**config.mk**
```make
export PLATFORM = sky130hd
export DESIGN_NAME = idct_transpose_buf
export DESIGN_NICKNAME = d
export VERILOG_FILES = /design/src/rtl/idct_transpose_buf.sv
export SDC_FILE = /design/constraint.sdc
export NUM_CORES = 2
export LEC_CHECK = 0
export CORE_UTILIZATION = 65
export CTS_BUF_LIST = sky130_fd_sc_hd__clkbuf_2 sky130_fd_sc_hd__clkbuf_4 sky130_fd_sc_hd__clkbuf_8
export CTS_CLUSTER_SIZE = 16
export DETAILED_ROUTE_END_ITERATION = 12
export HOLD_SLACK_MARGIN = 0.03
export PLACE_DENSITY_LB_ADDON = 0.15
export SYNTH_ARGS = -nofsm -noshare
export SYNTH_HDL_FRONTEND = slang
export SYNTH_SLANG_ARGS = --single-unit
export TNS_END_PERCENT = 5
```
**constraint.sdc**
```tcl
create_clock -name clk_i -period 13.68 [get_ports clk_i]
set_input_delay 2.736 -clock clk_i [delete_from_list [all_inputs] [get_ports clk_i]]
set_output_delay 2.736 -clock clk_i [all_outputs]
set_load 0.1 [all_outputs]
```
**src/rtl/idct_transpose_buf.sv**
```systemverilog
// Ping-pong 8x8 transpose buffer between the row and column IDCT passes.
// Rows are written four samples per beat; columns are read back four per beat with round/saturate.
module idct_transpose_buf #(
  parameter int unsigned DW    = 25,
  parameter int unsigned OUT_W = 25,
  parameter int unsigned SHIFT = 0
) (
  input  logic                    clk_i,
  input  logic                    rst_ni,
  input  logic                    in_valid_i,
  output logic                    in_ready_o,
  input  logic signed [DW-1:0]    d_in_1_i,
  input  logic signed [DW-1:0]    d_in_2_i,
  input  logic signed [DW-1:0]    d_in_3_i,
  input  logic signed [DW-1:0]    d_in_4_i,
  output logic                    out_valid_o,
  input  logic                    out_ready_i,
  output logic signed [OUT_W-1:0] d_out_1_o,
  output logic signed [OUT_W-1:0] d_out_2_o,
  output logic signed [OUT_W-1:0] d_out_3_o,
  output logic signed [OUT_W-1:0] d_out_4_o,
  output logic                    blk_done_o
);

  typedef logic signed [DW-1:0] sample_t;
  typedef logic signed [OUT_W-1:0] osample_t;

  // One guard bit so the rounding add cannot overflow.
  localparam int unsigned XW = DW + 1;
  localparam logic signed [XW-1:0] Rnd    = XW'((2 ** SHIFT) >> 1);
  localparam logic signed [XW-1:0] SatMax = XW'((2 ** (OUT_W - 1)) - 1);
  localparam logic signed [XW-1:0] SatMin = ~SatMax;

  sample_t  mem_q [2][8][8];
  sample_t  din [4];
  osample_t dout_q [4];
  osample_t dout_d [4];

  logic       wr_bank_q, wr_bank_d;
  logic       rd_bank_q, rd_bank_d;
  logic [3:0] wr_beat_q, wr_beat_d;
  logic [3:0] rd_beat_q, rd_beat_d;
  logic [1:0] full_q, full_d;
  logic       out_valid_q, out_valid_d;
  logic       out_last_q, out_last_d;
  logic       in_fire;
  logic       out_load;

  function automatic osample_t scale_sat(input sample_t x);
    logic signed [XW-1:0] ext;
    logic signed [XW-1:0] y;
    ext = XW'(x);
    y   = (ext + Rnd) >>> SHIFT;
    if (y > SatMax) begin
      y = SatMax;
    end else if (y < SatMin) begin
      y = SatMin;
    end
    return y[OUT_W-1:0];
  endfunction

  assign din[0] = d_in_1_i;
  assign din[1] = d_in_2_i;
  assign din[2] = d_in_3_i;
  assign din[3] = d_in_4_i;

  assign in_ready_o  = ~full_q[wr_bank_q];
  assign in_fire     = in_valid_i & in_ready_o;
  assign out_load    = (~out_valid_q | out_ready_i) & full_q[rd_bank_q];
  assign out_valid_o = out_valid_q;
  assign blk_done_o  = out_valid_q & out_ready_i & out_last_q;
  assign d_out_1_o   = dout_q[0];
  assign d_out_2_o   = dout_q[1];
  assign d_out_3_o   = dout_q[2];
  assign d_out_4_o   = dout_q[3];

  always_comb begin
    wr_bank_d   = wr_bank_q;
    wr_beat_d   = wr_beat_q;
    rd_bank_d   = rd_bank_q;
    rd_beat_d   = rd_beat_q;
    full_d      = full_q;
    out_valid_d = out_valid_q;
    out_last_d  = out_last_q;
    for (int i = 0; i < 4; i++) begin
      dout_d[i] = dout_q[i];
    end

    if (in_fire) begin
      wr_beat_d = wr_beat_q + 4'd1;
      if (wr_beat_q == 4'd15) begin
        full_d[wr_bank_q] = 1'b1;
        wr_bank_d         = ~wr_bank_q;
      end
    end

    // Read and write never target the same bank in one cycle: a bank is written only while
    // empty and read only while full.
    if (out_load) begin
      rd_beat_d   = rd_beat_q + 4'd1;
      out_valid_d = 1'b1;
      out_last_d  = (rd_beat_q == 4'd15);
      for (int i = 0; i < 4; i++) begin
        dout_d[i] = scale_sat(mem_q[rd_bank_q][{rd_beat_q[0], 2'(i)}][rd_beat_q[3:1]]);
      end
      if (rd_beat_q == 4'd15) begin
        full_d[rd_bank_q] = 1'b0;
        rd_bank_d         = ~rd_bank_q;
      end
    end else if (out_ready_i) begin
      out_valid_d = 1'b0;
    end
  end

  always_ff @(posedge clk_i or negedge rst_ni) begin
    if (!rst_ni) begin
      wr_bank_q   <= 1'b0;
      rd_bank_q   <= 1'b0;
      wr_beat_q   <= '0;
      rd_beat_q   <= '0;
      full_q      <= '0;
      out_valid_q <= 1'b0;
      out_last_q  <= 1'b0;
      for (int i = 0; i < 4; i++) begin
        dout_q[i] <= '0;
      end
    end else begin
      wr_bank_q   <= wr_bank_d;
      rd_bank_q   <= rd_bank_d;
      wr_beat_q   <= wr_beat_d;
      rd_beat_q   <= rd_beat_d;
      full_q      <= full_d;
      out_valid_q <= out_valid_d;
      out_last_q  <= out_last_d;
      for (int i = 0; i < 4; i++) begin
        dout_q[i] <= dout_d[i];
      end
    end
  end

  // Sample storage needs no reset; the full flags gate every read.
  always_ff @(posedge clk_i) begin
    if (in_fire) begin
      for (int i = 0; i < 4; i++) begin
        mem_q[wr_bank_q][wr_beat_q[3:1]][{wr_beat_q[0], 2'(i)}] <= din[i];
      end
    end
  end

endmodule
```
==> impl_metrics.yaml <==
detailed_routing:
  post-route-drc-count: 20
  ant_nets: 0
  via_per_inst: 7.09
  drt-initial-drc-count: 10500
  wirelength_um: 390000
  firstDrtPassIters: 10
  vias: 78000
  drt-wirelength-per-cell_um: 35.5
sta:
  slew-limit-headroom_pct: 12.1
  finalSetupViolations: 0
  fin_crit_ns: 7.23
  rsz0062_at_grt: "no"
  drv_slew: 0
  hold_viol_final: 0
  fin_setup_tns_ns: 0
  max_freq_ghz: 0.138
  fin_worst_skew_ns: 0.0444
  worst_pin_slew_ns: 1.32
  fin_crit_sh_pct: 52.8
yosys:
  synth_commonest_cells: "3200 x edfxtp_1, 975 x a21o_1, 703 x mux4_2"
  yosys_warnings: 0
  synth.avg_cell_area_um2: 18.8
  ys_ff_latch: 3314
  ys_types: 63
  synthTopCellsByArea: "edfxtp_1 69%, mux4_2 11%, a21o_1 5.3%, mux2i_1 2.1%, dfrtp_1 2.1%"
  ys.flop_type: "edfxtp_1"
  synth_top_area_share_pct: 69.1
  synth_edf_count: 3200
  ys_seq_area_share_pct: 71.2
  syn_area_um2: 139000
  synthMostInstantiatedCell: "edfxtp_1"
  async_reset_ff_share_pct: 3.44
  synth_area_leader_cell: "edfxtp_1"
  synth_nets: 7492
  netlist_instances: 7386
outcome:
  status: "finished with violations"
  violations: "DRC"
global_routing:
  antenna_found_initial: 39
  grt_use_met2_pct: 56.7
  gr-total-overflow: 0
  globalRouteMet1Util_pct: 48.4
  grt_pass1_vias: 80300
  use_met3_pct: 9.95
  grt_max_degree: 140
  grt_pass1_wl_um: 556000
  grt.total_usage_pct: 36.5
  grt.busiest_layer: "met2"
cts:
  cts_resized: 0
  cts-root-buf: "clkbuf_8"
  cts_setup_buffers: 0
  cts_made_buffers: 554
  cts_tree: "built"
  clock_sinks: 3314
  cts_max_level: 6
  cts.clk_slew.worst_paths_ns: 0.06
  cts_hold_buf: 0
  clk-insertion-delay-late_ns: 1.10
  clock_path_buffers: 4
floorplanning:
  dieArea_um2: 216000
  start_util_pct: 65.5
  die_w_um: 465
  core.rowCount: 169
  fp.dieH_um: 465
  core-area_um2: 212000
  io_pins: 207
power_and_ir_drop:
  power_frac_clock_pct: 28.5
  p_comb_share_pct: 30.0
  internal_power_mw: 20.0
  leakagePower_nw: 53.9
  power_density_nw_per_um2: 196
  peakVddDrop_mv: 0.162
  p_sw_mw: 10.2
  switching_share_pct: 33.8
  power_frac_seq_pct: 41.5
placement:
  dpl-instance-area_um2: 144000
  portBuffers: 206
  hpwl_um: 216000
  place_congestion: 0.824
critical_path:
  cp_data_arrival_time_ns: 4.49
  cp.required_ns: 10.94
  endpoint_kind: "output pin"
  worst_r2r_endpoint: "d_out_1_o[9]"
  r2r_slack_ns: 7.73
  crit_start: "out_ready_i"
  worstRegToRegCells: 8
  crit_path_max_fanout: 2
  critical_path_class: "in2out"
  critPathLaunchType: "input port"
  r2r-start: "rd_bank_q"
cells_and_area:
  num-nets-final: 7864
  drive_gt1_share_pct: 25.9
  area_growth_pct: 11.0
  final_core_util_pct: 72.7
  finish.instance_area_um2: 154000
worst_hold_path:
  hold_path_end: "d_out_2_o[1]"
  hold_path_depth: 1
  min_from: "d_out_2_o[1]"
  hold_path_class: "reg2reg"
job:
  cap_viol_max_count: 0
==> kinds of logic after synthesis <==
| group | after synthesis | share of synthesized area, % |
|---|---|---|
| AO/OA/AOI/OAI | 1536 | 8.26 |
| XOR/XNOR | 7 | 0.0441 |
| adder cells (fa/ha/maj) | 2 | 0.0180 |
| buffers and inverters | 615 | 2.13 |
| flip-flops | 3314 | 71.2 |
| multiplexers | 1223 | 15.3 |
| AND/OR/NAND/NOR | 689 | 3.04 |
==> registers in the layout, indices dropped and copies added (netlist names) <==
name / count
rd_bank_q: 1
rd_beat_q: 4
wr_beat_q: 4
d_out_3_o: 25
full_q: 2
d_out_1_o: 25
mem_q: 3200
d_out_2_o: 25
out_valid_o: 1
d_out_4_o: 25
wr_bank_q: 1
out_last_q: 1
==> through the flow <==
step                      hold WS (ns)  instances  setup WS (ns)  total power, mW
final                            0.509      11000           6.45             30.2
after global placement           0.491      10000           6.41             21.5
after detailed placement         0.499      10000           6.45             21.7
after global routing             0.535      11000           6.43             31.1
after floorplan                  0.440       7386          0.309             18.8
after CTS                        0.512      11000           6.45             30.2
==> cell usage in the layout, fill, tap and decap left out, types with 19 or more instances in the layout <==
| cell | instances |
|---|---|
| edfxtp_1 | 3200 |
| nand2_1 | 28 |
| o22ai_1 | 69 |
| mux2i_1 | 290 |
| clkinv_1 | 77 |
| clkbuf_8 | 606 |
| buf_4 | 213 |
| clkbuf_4 | 222 |
| a221oi_1 | 93 |
| nor3_1 | 74 |
| a21o_1 | 975 |
| nor2b_1 | 362 |
| nand2b_1 | 52 |
| mux2_2 | 145 |
| a21oi_1 | 95 |
| a211o_1 | 25 |
| a211oi_1 | 98 |
| clkdlybuf4s50_1 | 161 |
| buf_2 | 40 |
| mux4_2 | 703 |
| dfrtp_1 | 110 |
| nor2_1 | 56 |
| o21ai_0 | 19 |
| mux2_1 | 84 |
| nor4b_2 | 20 |
| a22o_1 | 41 |
| clkinv_2 | 32 |
| a22oi_1 | 79 |
==> per-layer routing <==
metal / vias up / part of all wire [%]
met5: - / 0.035
met1: 40500 / 35
met3: 960 / 13
met2: 5407 / 47
met4: 20 / 5.3
li1: 31100 / -
==> cell type report <==
type	instances	area (um^2)
sequential	3314	99000
fill	12600	57900
multi-input combinational	3457	37500
clock buffer	827	9990
timing repair buffer	425	3620
tap	2821	3530
clock inverter	129	767
antenna	14	35.0
inverter	6	23.8
==> critical path, cell delays in order <==
cell	delay, ns
clkdlybuf4s50_1	0.46
and3_1	0.15
clkdlybuf4s50_1	1.14
==> power groups by stage <==
stage	Clock, mW	Sequential (mW)	Combinational [mW]
after global routing	9.11	12.6	9.38
after CTS	8.67	12.5	8.99
after floorplan	0	13.5	5.28
after global placement	0	12.7	8.84
final	8.63	12.5	9.06
after detailed placement	0	12.7	8.96
==> how the worst max path moves through the flow <==
| stage | endpoint | slack [ns] | depth (start not counted) |
|---|---|---|---|
| after floorplan | mem_q[1][1200] | 0.31 | 3 |
| after global placement | blk_done_o | 6.41 | 3 |
| after detailed placement | blk_done_o | 6.45 | 3 |
| after CTS | blk_done_o | 6.45 | 3 |
| after global routing | blk_done_o | 6.43 | 3 |
| final | blk_done_o | 6.45 | 3 |
(Power assumes the default switching activity.)
